File: src/rtl/seg7_pkg.sv
// Shared types and constants for the scanned 7-segment display decoder.
package seg7_pkg;

    localparam int SEG_W = 7;
    localparam int DIG_N = 4;

    typedef enum logic [1:0] {
        S_IDLE  = 2'd0,
        S_COUNT = 2'd1,
        S_HELD  = 2'd2
    } state_t;

    // Active-low segment patterns (bit6=a .. bit0=g, 0 = lit) for hex digits 0..F.
    localparam logic [SEG_W-1:0] HEX_SEG [16] = '{
        7'h01, 7'h4F, 7'h12, 7'h06,   // 0 1 2 3
        7'h4C, 7'h24, 7'h20, 7'h0F,   // 4 5 6 7
        7'h00, 7'h04, 7'h08, 7'h60,   // 8 9 A b
        7'h31, 7'h42, 7'h30, 7'h38    // C d E F
    };

endpackage

File: src/rtl/seg7_pattern_decode.sv
// Combinational lookup of an active-low segment pattern into a hex nibble.
module seg7_pattern_decode
    import seg7_pkg::*;
(
    input  logic [SEG_W-1:0] iPattern,
    output logic [3:0]       oNibble,
    output logic             oLegal
);

    // Search the hex table; a pattern that matches no entry is illegal.
    always_comb begin
        oNibble = 4'h0;
        oLegal  = 1'b0;
        for (int i = 0; i < 16; i++) begin
            if (iPattern == HEX_SEG[i]) begin
                oNibble = 4'(i);
                oLegal  = 1'b1;
            end
        end
    end

endmodule

File: src/rtl/seg7_scan_decoder.sv
// Samples a multiplexed 4-digit 7-segment display, waits for each digit's
// pattern to settle, decodes it and assembles complete 16-bit frames.
//
// Handshake: oFrameValid and oErr are single-cycle strobes with no ready;
// oValue is valid from the cycle oFrameValid is high until the next strobe.
module seg7_scan_decoder
    import seg7_pkg::*;
#(
    parameter int STABLE_CYCLES = 4
) (
    input  logic             iClk,
    input  logic             iRst_n,
    input  logic [SEG_W-1:0] iSeg,
    input  logic [DIG_N-1:0] iAn,
    output logic [15:0]      oValue,
    output logic             oFrameValid,
    output logic             oErr,
    output logic [DIG_N-1:0] oDigitMask,
    output logic [1:0]       oDbgState
);

    localparam int SAMP_W = SEG_W + DIG_N;

    logic [SEG_W-1:0]  seg_s1_q, seg_s2_q;
    logic [DIG_N-1:0]  an_s1_q, an_s2_q;
    logic [SAMP_W-1:0] samp;
    logic [SAMP_W-1:0] prev_q, prev_d;
    state_t            state_q, state_d;
    logic [7:0]        cnt_q, cnt_d;
    logic [15:0]       shadow_q, shadow_d;
    logic [15:0]       value_q, value_d;
    logic              fv_q, fv_d;
    logic              err_q, err_d;
    logic [DIG_N-1:0]  mask_q, mask_d;
    logic [DIG_N-1:0]  mask_new;
    logic              capture;
    logic              an_ok;
    logic [1:0]        digit_idx;
    logic [3:0]        nibble;
    logic              legal;

    assign samp = {an_s2_q, seg_s2_q};

    seg7_pattern_decode u_decode (
        .iPattern (seg_s2_q),
        .oNibble  (nibble),
        .oLegal   (legal)
    );

    // Exactly one active-low enable selects the digit being shown.
    always_comb begin
        an_ok     = 1'b1;
        digit_idx = 2'd0;
        case (an_s2_q)
            4'b1110: digit_idx = 2'd0;
            4'b1101: digit_idx = 2'd1;
            4'b1011: digit_idx = 2'd2;
            4'b0111: digit_idx = 2'd3;
            default: an_ok = 1'b0;
        endcase
    end

    // Next-state: restart settling on any change, capture once when stable.
    always_comb begin
        state_d  = state_q;
        cnt_d    = cnt_q;
        prev_d   = samp;
        shadow_d = shadow_q;
        value_d  = value_q;
        mask_d   = mask_q;
        fv_d     = 1'b0;
        err_d    = 1'b0;
        capture  = 1'b0;
        mask_new = mask_q;

        if (samp != prev_q) begin
            cnt_d   = 8'd0;
            state_d = (an_ok && (seg_s2_q != {SEG_W{1'b1}})) ? S_COUNT : S_IDLE;
        end else if (state_q == S_COUNT) begin
            if (cnt_q == 8'(STABLE_CYCLES - 2)) begin
                capture = 1'b1;
                state_d = S_HELD;
            end else begin
                cnt_d = cnt_q + 8'd1;
            end
        end

        if (capture) begin
            if (legal) begin
                shadow_d[{digit_idx, 2'b00} +: 4] = nibble;
                mask_new = mask_q | (4'b0001 << digit_idx);
                if (mask_new == 4'b1111) begin
                    value_d = shadow_d;
                    fv_d    = 1'b1;
                    mask_d  = 4'b0000;
                end else begin
                    mask_d  = mask_new;
                end
            end else begin
                err_d  = 1'b1;
                mask_d = 4'b0000;
            end
        end
    end

    // Two-flop synchronizers; idle value is all-ones (nothing lit, no digit).
    always_ff @(posedge iClk or negedge iRst_n) begin
        if (!iRst_n) begin
            seg_s1_q <= {SEG_W{1'b1}};
            seg_s2_q <= {SEG_W{1'b1}};
            an_s1_q  <= {DIG_N{1'b1}};
            an_s2_q  <= {DIG_N{1'b1}};
        end else begin
            seg_s1_q <= iSeg;
            seg_s2_q <= seg_s1_q;
            an_s1_q  <= iAn;
            an_s2_q  <= an_s1_q;
        end
    end

    // State, counter, shadow slots and registered outputs.
    always_ff @(posedge iClk or negedge iRst_n) begin
        if (!iRst_n) begin
            prev_q   <= {SAMP_W{1'b1}};
            state_q  <= S_IDLE;
            cnt_q    <= 8'd0;
            shadow_q <= 16'h0000;
            value_q  <= 16'h0000;
            fv_q     <= 1'b0;
            err_q    <= 1'b0;
            mask_q   <= 4'b0000;
        end else begin
            prev_q   <= prev_d;
            state_q  <= state_d;
            cnt_q    <= cnt_d;
            shadow_q <= shadow_d;
            value_q  <= value_d;
            fv_q     <= fv_d;
            err_q    <= err_d;
            mask_q   <= mask_d;
        end
    end

    assign oValue      = value_q;
    assign oFrameValid = fv_q;
    assign oErr        = err_q;
    assign oDigitMask  = mask_q;
    assign oDbgState   = state_q;

endmodule
File: config.mk
export PLATFORM = sky130hd
export DESIGN_NAME = seg7_scan_decoder
export DESIGN_NICKNAME = d
export VERILOG_FILES = /design/src/rtl/seg7_pkg.sv /design/src/rtl/seg7_pattern_decode.sv /design/src/rtl/seg7_scan_decoder.sv
export SDC_FILE = /design/constraint.sdc
export NUM_CORES = 1
export LEC_CHECK = 0
export CAP_MARGIN = 15
export CORE_MARGIN = 5
export CORE_UTILIZATION = 40
export CTS_CLUSTER_DIAMETER = 60
export DETAILED_ROUTE_END_ITERATION = 8
export SLEW_MARGIN = 10
export SYNTH_ARGS = -nofsm -noshare
export SYNTH_HDL_FRONTEND = slang
export SYNTH_HIERARCHICAL = 1
export SYNTH_SLANG_ARGS = --single-unit
export TNS_END_PERCENT = 10
File: constraint.sdc
create_clock -name iClk -period 7 [get_ports iClk]
set_clock_uncertainty 0.2 [all_clocks]
set_input_delay 1.05 -clock iClk [delete_from_list [all_inputs] [get_ports iClk]]
set_output_delay 1.05 -clock iClk [all_outputs]
set_load 0.01 [all_outputs]
==> results of run 1 <==
==> synthesized netlist by cell type (2+ instances only) <==
library cell and instances:
nand3b_1 2, mux2_2 17, o22ai_1 8, or2_1 2
a211oi_1 3, a31oi_1 5, buf_6 2, ha_1 6
a31o_2 4, inv_1 16, xor2_1 19, nand3_1 11
dfstp_2 33, nor3_1 5, nor2_1 19, mux2_4 5
nor2b_1 12, o31ai_1 3, a21oi_1 9, o21ai_0 18
nor4_1 5, clkbuf_1 6, and3_1 2, dfrtp_1 48
xnor2_1 4, nand4_1 9, nand2_1 19, buf_2 6
==> how the worst max path moves through the flow <==
stage | startpoint | to | slack (ps) | cells past startpoint
6_report | seg_s2_q[5] | shadow_q[0] | 3280 | 8
5_1_grt | seg_s2_q[5] | shadow_q[1] | 3030 | 8
4_1_cts | seg_s2_q[5] | shadow_q[0] | 3240 | 8
3_5_place_dp | seg_s2_q[5] | shadow_q[0] | 3260 | 8
3_3_place_gp | seg_s2_q[5] | shadow_q[6] | 3390 | 8
2_1_floorplan | seg_s2_q[5] | oValue[10] | 3940 | 11
==> critical path, stage by stage (launching register included) <==
cell       delay (ps)
dfstp_2           690
or3b_1            390
a2111oi_2         360
o31ai_1           140
nand4_1           170
nand3b_1          150
nor3_4            160
nand4_1           760
mux2_2            570
==> cell type report <==
| type | count | area [um^2] | share of cell area |
|---|---|---|---|
| clock buffer | 13 | 201.4 | 0.04605 |
| clock inverter | 3 | 26.28 | 0.006007 |
| inverter | 16 | 60.06 | 0.01373 |
| multi-input combinational | 214 | 1521 | 0.3478 |
| sequential | 81 | 2068 | 0.4728 |
| tap | 111 | 138.9 | 0.03175 |
| timing repair buffer | 36 | 357.8 | 0.08181 |
==> kinds of logic (layout without fill, tap and decap cells) <==
kind of cell / Yosys count / count (layout)
flip-flops: 81 / 81
XOR/XNOR: 23 / 23
buffers and inverters: 34 / 68
AO/OA/AOI/OAI: 64 / 64
adder cells (fa/ha/maj): 6 / 6
AND/OR/NAND/NOR: 98 / 98
multiplexers: 23 / 23
==> per-layer routing <==
metal,routed length (um),vias up,track usage
met5,0,-,0
met4,58,0,0.04110
met3,360,5,0.04636
met2,3355,49,0.2029
met1,3577,1258,0.1933
li1,-,1221,-
==> cells in the final DEF, fill, tap and decap left out, types with 12 or more instances in the layout <==
cell	instances
dfstp_2	33
mux2_2	17
nor2_1	19
clkdlybuf4s50_1	35
nand2_1	19
xor2_1	19
inv_1	16
dfrtp_1	48
o21ai_0	18
nor2b_1	12
==> registers in the layout, summed over array words and instances (netlist names) <==
signal       cells
oValue          16
shadow_q        16
prev_q          11
cnt_q            8
seg_s1_q         7
seg_s2_q         7
an_s1_q          4
an_s2_q          4
oDigitMask       4
oDbgState        2
oErr             1
oFrameValid      1
==> power by group through the flow <==
stage	clock network, mW	logic, mW	registers, mW
after floorplan	0	0.0369	0.501
after global placement	0	0.0521	0.509
after detailed placement	0	0.0530	0.509
after CTS	0.385	0.0532	0.501
after global routing	0.409	0.0588	0.503
final	0.370	0.0520	0.501
==> results.md, run 1 <==
- Mux cell area share after synthesis: 0.07335
- H-tree levels: 3
- Critical Path Start Type: flip-flop
- Hold depth: 0
- HP Start: seg_s1_q[1]
- Final core occ: 0.4756
- Die width: 107.1 um
- Period utilization: 0.5314
- Post-synthesis net count: 348
- GP Congestion: 0.7974
- Via count: 2,533
- Setup slack after layout: 3280 ps
- Synth Area in Compound Gates: 0.1128
- Root Buffer: clkbuf_8
- Final setup viols: 0
- Drt via density: 5.344
- Slew @ Worst Pin: 1082 ps
- Fill cells: 866
- CP Max Fanout: 21
- Largest net degree at the start of global routing: 82
- Reg2Reg Depth: 8
- Post-CTS Hold Fix Bufs: 0
- Post-synthesis simple-gate area fraction: 0.1440
- Seq pwr share: 0.543
- Netlist Area Pre-Place: 3770 um^2
- DP Wirelength: 5030 um
- Net Sw Frac: 0.2397
- Layout cells sized above 1: 0.2314
- Die ar.: 11,470 um^2
- Pins over their slew limit: 0
- Status: complete, no violations
- Sequential-to-total area share from yosys stat: 0.5486
- CTS tree: built
- Clk pwr share: 0.401
- Final hold violations: 0
- GRT Util Overall: 0.1381
- Per-cell routed wire length: 15.51 um
- Number of port buffers: 36
- Syn avg cell area: 11.46 um^2
- Worst R2R Start: seg_s2_q[5]
- Largest family of logic cells by synthesized area: simple AND/OR/NAND/NOR gates
- Die Ht: 107.1 um
- Yosys reg bits: 81
- DRT Pass-1 Iters: 4
- Post-synth top area share: 0.3186
- Core Footprint: 9196 um^2
- Vias in the first global route: 2,495
- EDFF count, synth: 0
- Tightest Hold Check Type: reg -> reg
- P_sw: 221.2 uW
- Setup TNS: 0 ps
- Row cnt: 35
- Gate power share: 0.056
- CTS clk-pin slew, worst paths: 80 ps
- Initial Util: 0.4099
- Worst endpoint required time: 7040 ps
- Max-Slew Margin vs Limit: 0.2689
- Antenna diode count: 0
- Leak: 1.808 nW
- Synthesized instance count: 329
- Synth Area in XOR/XNOR: 0.05344
- PnR Total Power: 922.7 uW
- FFs w/ async S/R, synth: 1.000
- Cell Count, Final, Fillers Out: 474
- Fmax: 268.8 MHz
- Grt total ovfl: 0
- Fin nets: 377
- Placed inst area: 4146 um^2
- Critical Path AT: 3760 ps
- RSZ-0062 raised after global routing: false
- Final Instance Area: 4374 um^2
- Internal Power: 701.5 uW
- Io pins: 37
- Synth warn: 6
- Maximum VDD drop: 0.1247 mV
- Initial antenna violation count: 0
- Worst hold endpoint: seg_s2_q[1]
- TritonCTS Sinks: 81
- Residual DRC count: 0
- Setup crit end kind: flip-flop
- Post-CTS sizing: 0
- Area Overhead vs Synth: 16.03%
- Post-synth top flop: dfrtp_1
- Leading post-synthesis cells by cell area: dfrtp_1 (32%), dfstp_2 (23%), mux2_2 (5.1%), xor2_1 (4.4%), o21ai_0 (2.4%)
- WL final: 7352 um
- Reg-to-reg endpoint: shadow_q[0]
- Worst slack, placed: 3257 ps
- CTS max path bufs: 2
- Num CTS Buffers: 9
- Setup CP Type: reg -> reg
- Max Cap Violations: 0
- Post-route minimum period: 3720 ps
- PwrDens: 211.0 nW/um^2
- Hold_ws: 158.2 ps
- Reg-to-reg slack, setup: 3280 ps
- Largest area contributor in the netlist: dfrtp_1
- Placed cells: 458
- Post-synthesis cell type count: 59
- Initial DRC Count: 160
- Remaining antenna violation count: 0
- Post-synthesis adder-cell area fraction: 0.01991
- Worst-skew pair later-pin latency: 350 ps
- Postcts setup bufs: 0
- First-pass GRT wire length: 12,370 um
Note: power is estimated with default switching activity, not from simulation.
==> run 2, diff against run 1 <==
- clock period: 7 -> 3.25 ns (I/O delays scaled with it)
==> run 2 against run 1 <==
Net effect:
- wire length shrank 1.6%
- cell count grew 3.4%
- global-route usage grew 0.077 points
- core utilization grew 1.1 points
- power grew 110%
- non-clock buffer count grew 16
- count of clock-buffer cells in the layout shrank 3
- hold slack lost 80 ps
- clock power grew 99%
- maximum frequency grew 22%
- sequential power grew 110%
- combinational power grew 140%
- critical endpoint is now oValue[9]
- largest power group unchanged
==> results.md, run 2 (synthesis gave the netlist of run 1 again) <==
- RSZ-0062 raised after global routing: false
- Setup crit end kind: flip-flop
- Maximum VDD drop: 0.2393 mV
- Layout cells sized above 1: 0.2665
- Drt via density: 5.257
- TritonCTS Sinks: 81
- Number of port buffers: 36
- Worst-skew pair later-pin latency: 350 ps
- Seq. cell area: 2072 um^2
- PwrDens: 432.7 nW/um^2
- Die ar.: 11,470 um^2
- CTS tree: built
- Remaining antenna violation count: 0
- Core Footprint: 9196 um^2
- Via count: 2,576
- CP Max Fanout: 16
- Tightest Hold Check Type: in -> async
- Worst endpoint required time: 3290 ps
- Antenna diode count: 0
- Row cnt: 35
- H-tree levels: 3
- Vias in the first global route: 2,532
- Root Buffer: clkbuf_8
- Worst slack, placed: 93.82 ps
- Status: complete, no violations
- Post-route minimum period: 3040 ps
- Grt total ovfl: 0
- DRT Pass-1 Iters: 5
- GP Congestion: 0.8323
- CTS max path bufs: 2
- Max Cap Violations: 0
- Critical Path AT: 3080 ps
- Largest net degree at the start of global routing: 82
- Placed inst area: 4267 um^2
- Setup CP Type: reg -> reg
- Fill cells: 855
- Initial Util: 0.4099
- Per-cell routed wire length: 14.77 um
- First-pass GRT wire length: 12,590 um
- Post-CTS Hold Fix Bufs: 0
- Max-Slew Margin vs Limit: 0.3405
- DP Wirelength: 5131 um
- Initial antenna violation count: 0
- Postcts setup bufs: 0
- CTS clk-pin slew, worst paths: 90 ps
- GRT Util Overall: 0.1389
- Most frequent cells in the layout: dfrtp_1 (48), clkdlybuf4s50_1 (35), dfstp_2 (32)
- Fmax: 328.9 MHz
- Setup TNS: 0 ps
- Final core occ: 0.4863
- Slew @ Worst Pin: 989.3 ps
- Leak: 1.876 nW
- Final hold violations: 0
- Initial DRC Count: 134
- Pins over their slew limit: 0
- WL final: 7237 um
- Period utilization: 0.9355
- Area Overhead vs Synth: 18.62%
- Footprint of the multi-input gates: 1521 um^2
- Final Instance Area: 4472 um^2
- Num CTS Buffers: 9
- Critical Path Start Type: flip-flop
- Die Ht: 107.1 um
- Setup slack after layout: 209.7 ps
- Residual DRC count: 0
- Io pins: 37
- Fin nets: 393
- Die width: 107.1 um
- Final setup viols: 0
- Most common cell after layout, fill and taps aside: dfrtp_1
run 2: final cells by class:
cell class                      instances  share of cell area
Clock buffer                           10             0.03330
Clock inverter                          6             0.01175
Inverter                               16             0.01343
Multi-Input combinational cell        214              0.3402
Sequential cell                        81              0.4633
Tap cell                              111             0.03106
Timing Repair Buffer                   52              0.1069
run 2: metal layers:
layer / track usage / vias up / part of all wire
met2: 0.2069 / 59 / 0.43
met3: 0.04275 / 13 / 0.050
li1: - / 1258 / -
met4: 0.04658 / 0 / 0.022
met1: 0.1920 / 1246 / 0.49
met5: 0 / - / 0
run 2: through the flow:
stage | instances | total power [mW] | hold WS [ps]
after global routing | 490 | 2.032 | 146.3
after detailed placement | 474 | 1.221 | 147.2
after floorplan | 329 | 1.158 | -8.091
final | 490 | 1.935 | 78.39
after global placement | 474 | 1.218 | 146.4
after CTS | 490 | 1.967 | 138.5
run 2: path summary, 6_finish.rpt:
check / startpoint / endpoint / slack, ps / cells past startpoint
worst max-delay path: seg_s2_q[5] / oValue[9] / 210 / 9
worst min-delay path: iRst_n / oValue[12] / 80 / 1
worst max register to register: seg_s2_q[5] / oValue[9] / 210 / 9
worst min register to register: seg_s1_q[5] / seg_s2_q[5] / 150 / 0
max in group asynchronous: iRst_n / oFrameValid / 2110 / 1
min in group iClk: seg_s1_q[5] / seg_s2_q[5] / 150 / 0
run 2: report_power, final:
group | internal [mW] | total (mW) | switching [mW]
Clock | 0.341 | 0.735 | 0.394
Combinational | 0.0538 | 0.126 | 0.0726
Sequential | 1.05 | 1.07 | 0.0270
run 2: timing repair:
| item | CTS | global route |
|---|---|---|
| endpoints found under the setup margin | 0 | 12 |
| hold endpoints to repair | 0 | 0 |
| resized for setup | 0 | 2 |
run 2: worst max-delay path, cell delays in order, from the launching register on:
cell and delay [ps]:
dfstp_2 540, or3b_1 360, a2111oi_2 350, o31ai_1 150
nand4_1 110, nand3b_1 120, nor3_4 150, nand4_2 120
or2_2 480, mux2_4 350
==> run 3, diff against run 2 <==
- CTS_BUF_LIST: not set -> sky130_fd_sc_hd__clkbuf_8
- SKIP_LAST_GASP: not set -> 1
==> run 3 against run 2 <==
Net effect:
- sequential power is essentially flat
- sequential cell count is the same
- die area is the same
- critical path depth is the same
- count of clock-buffer cells in the layout shrank 1
- wire length is essentially flat
==> results.md, run 3 (synthesis gave the netlist of run 1 again) <==
- Setup slack after layout: 209.7 ps
- Vias in the first global route: 2,532
- First-pass GRT wire length: 12,590 um
- Reg2Reg Depth: 9
- Seq. cell area: 2072 um^2
- Postcts setup bufs: 0
- Die Ht: 107.1 um
- CP Launch Point: seg_s2_q[5]
- Worst slack, placed: 93.82 ps
- Number of port buffers: 36
- Critical Path Start Type: flip-flop
- Initial DRC Count: 133
- CTS tree: built
- Antenna diode count: 0
- Setup CP Type: reg -> reg
- Die ar.: 11,470 um^2
- Footprint of the multi-input gates: 1521 um^2
- Hold_ws: 78.39 ps
- Num CTS Buffers: 9
- TritonCTS Sinks: 81
- H-tree levels: 3
- Status: complete, no violations
- DP Wirelength: 5131 um
- Critical Path AT: 3080 ps
- Remaining antenna violation count: 0
- Critical path endpoint: oValue[9]
- DRT Pass-1 Iters: 5
- WL final: 7238 um
- Maximum VDD drop: 0.2393 mV
- Worst R2R Start: seg_s2_q[5]
- PwrDens: 438.9 nW/um^2
- Period utilization: 0.9355
- Slew @ Worst Pin: 988.6 ps
- Drt via density: 5.255
- Setup TNS: 0 ps
- CTS clk-pin slew, worst paths: 90 ps
- Initial antenna violation count: 0
- Via count: 2,575
- Worst endpoint required time: 3290 ps
- Layout cells sized above 1: 0.2665
- Tightest Hold Check Type: in -> async
- Fill cells: 855
- CTS max path bufs: 2
- Post-route minimum period: 3040 ps
- Most common cell after layout, fill and taps aside: dfrtp_1
- Initial Util: 0.4099
- Reg-to-reg slack, setup: 210 ps
- Final hold violations: 0
- Die width: 107.1 um
- RSZ-0062 raised after global routing: false
- Row cnt: 35
- Max Cap Violations: 0
- Io pins: 37
- Pins over their slew limit: 0
- Per-cell routed wire length: 14.77 um
- Reg-to-reg endpoint: oValue[9]
- Fin nets: 393
- Residual DRC count: 0
- Setup crit end kind: flip-flop
- Core Footprint: 9196 um^2
- Worst-skew pair later-pin latency: 350 ps
- CP Max Fanout: 16
- PnR Total Power: 1.965 mW
- GP Congestion: 0.8323
- Area Overhead vs Synth: 18.75%
- Max-Slew Margin vs Limit: 0.3409
- Leak: 1.878 nW
- Grt total ovfl: 0
- Final core occ: 0.4868
- Most frequent cells in the layout: dfrtp_1 (48), clkdlybuf4s50_1 (35), dfstp_2 (32)
- Fmax: 328.9 MHz
- GRT Util Overall: 0.1389
- Largest net degree at the start of global routing: 82
- Final setup viols: 0
- Root Buffer: clkbuf_8
[run 3: cell types whose count changed in the layout (fill, tap and decap cells not counted), sizes merged]
cell / change
clkbuf: -1
bufinv: +1
[run 3: worst max-delay path, stage by stage, from the launching register on]
cell and delay [ps]:
dfstp_2 540, or3b_1 360, a2111oi_2 350, o31ai_1 150, nand4_1 110, nand3b_1 120
nor3_4 150, nand4_2 120, or2_2 480, mux2_4 350
[run 3: through the flow]
stage          cells  instance area, um^2
2_1_floorplan    329                 3770
3_3_place_gp     474                 4267
3_5_place_dp     474                 4267
4_1_cts          490                 4473
5_1_grt          490                 4477
6_report         490                 4477
[run 3: how the worst min path moves through the flow]
stage / startpoint / end / slack, ps / cells past startpoint
2_1_floorplan: iRst_n / cnt_q[0] / -8 / 0
3_3_place_gp: an_s1_q[3] / an_s2_q[3] / 150 / 0
3_5_place_dp: seg_s1_q[1] / seg_s2_q[1] / 150 / 0
4_1_cts: iRst_n / oValue[4] / 140 / 1
5_1_grt: seg_s1_q[5] / seg_s2_q[5] / 150 / 0
6_report: iRst_n / oValue[12] / 80 / 1
[run 3: layer usage]
layer / part of all wire / up-vias / track usage
li1: - / 1258 / -
met1: 0.49 / 1245 / 0.1920
met2: 0.43 / 59 / 0.2069
met3: 0.050 / 13 / 0.04275
met4: 0.022 / 0 / 0.04658
met5: 0 / - / 0
[run 3: timing repair]
action,in CTS,in global routing
hold buffers,0,0
endpoints found under the setup margin,0,12
resized for setup,0,2
[run 3: area by class of cell]
cell class / count / share of cell area
well taps: 111 / 0.03102
multi-input cells: 214 / 0.3399
inverters: 16 / 0.01342
clock inverters: 7 / 0.01845
clock buffers: 9 / 0.02767
repair buffers: 52 / 0.1068
flip-flops and latches: 81 / 0.4628
[run 3: where the power goes]
group	internal [mW]	switching [mW]
combinational	0.0538	0.0726
clock	0.372	0.393
sequential	1.05	0.0270
total	1.47	0.492
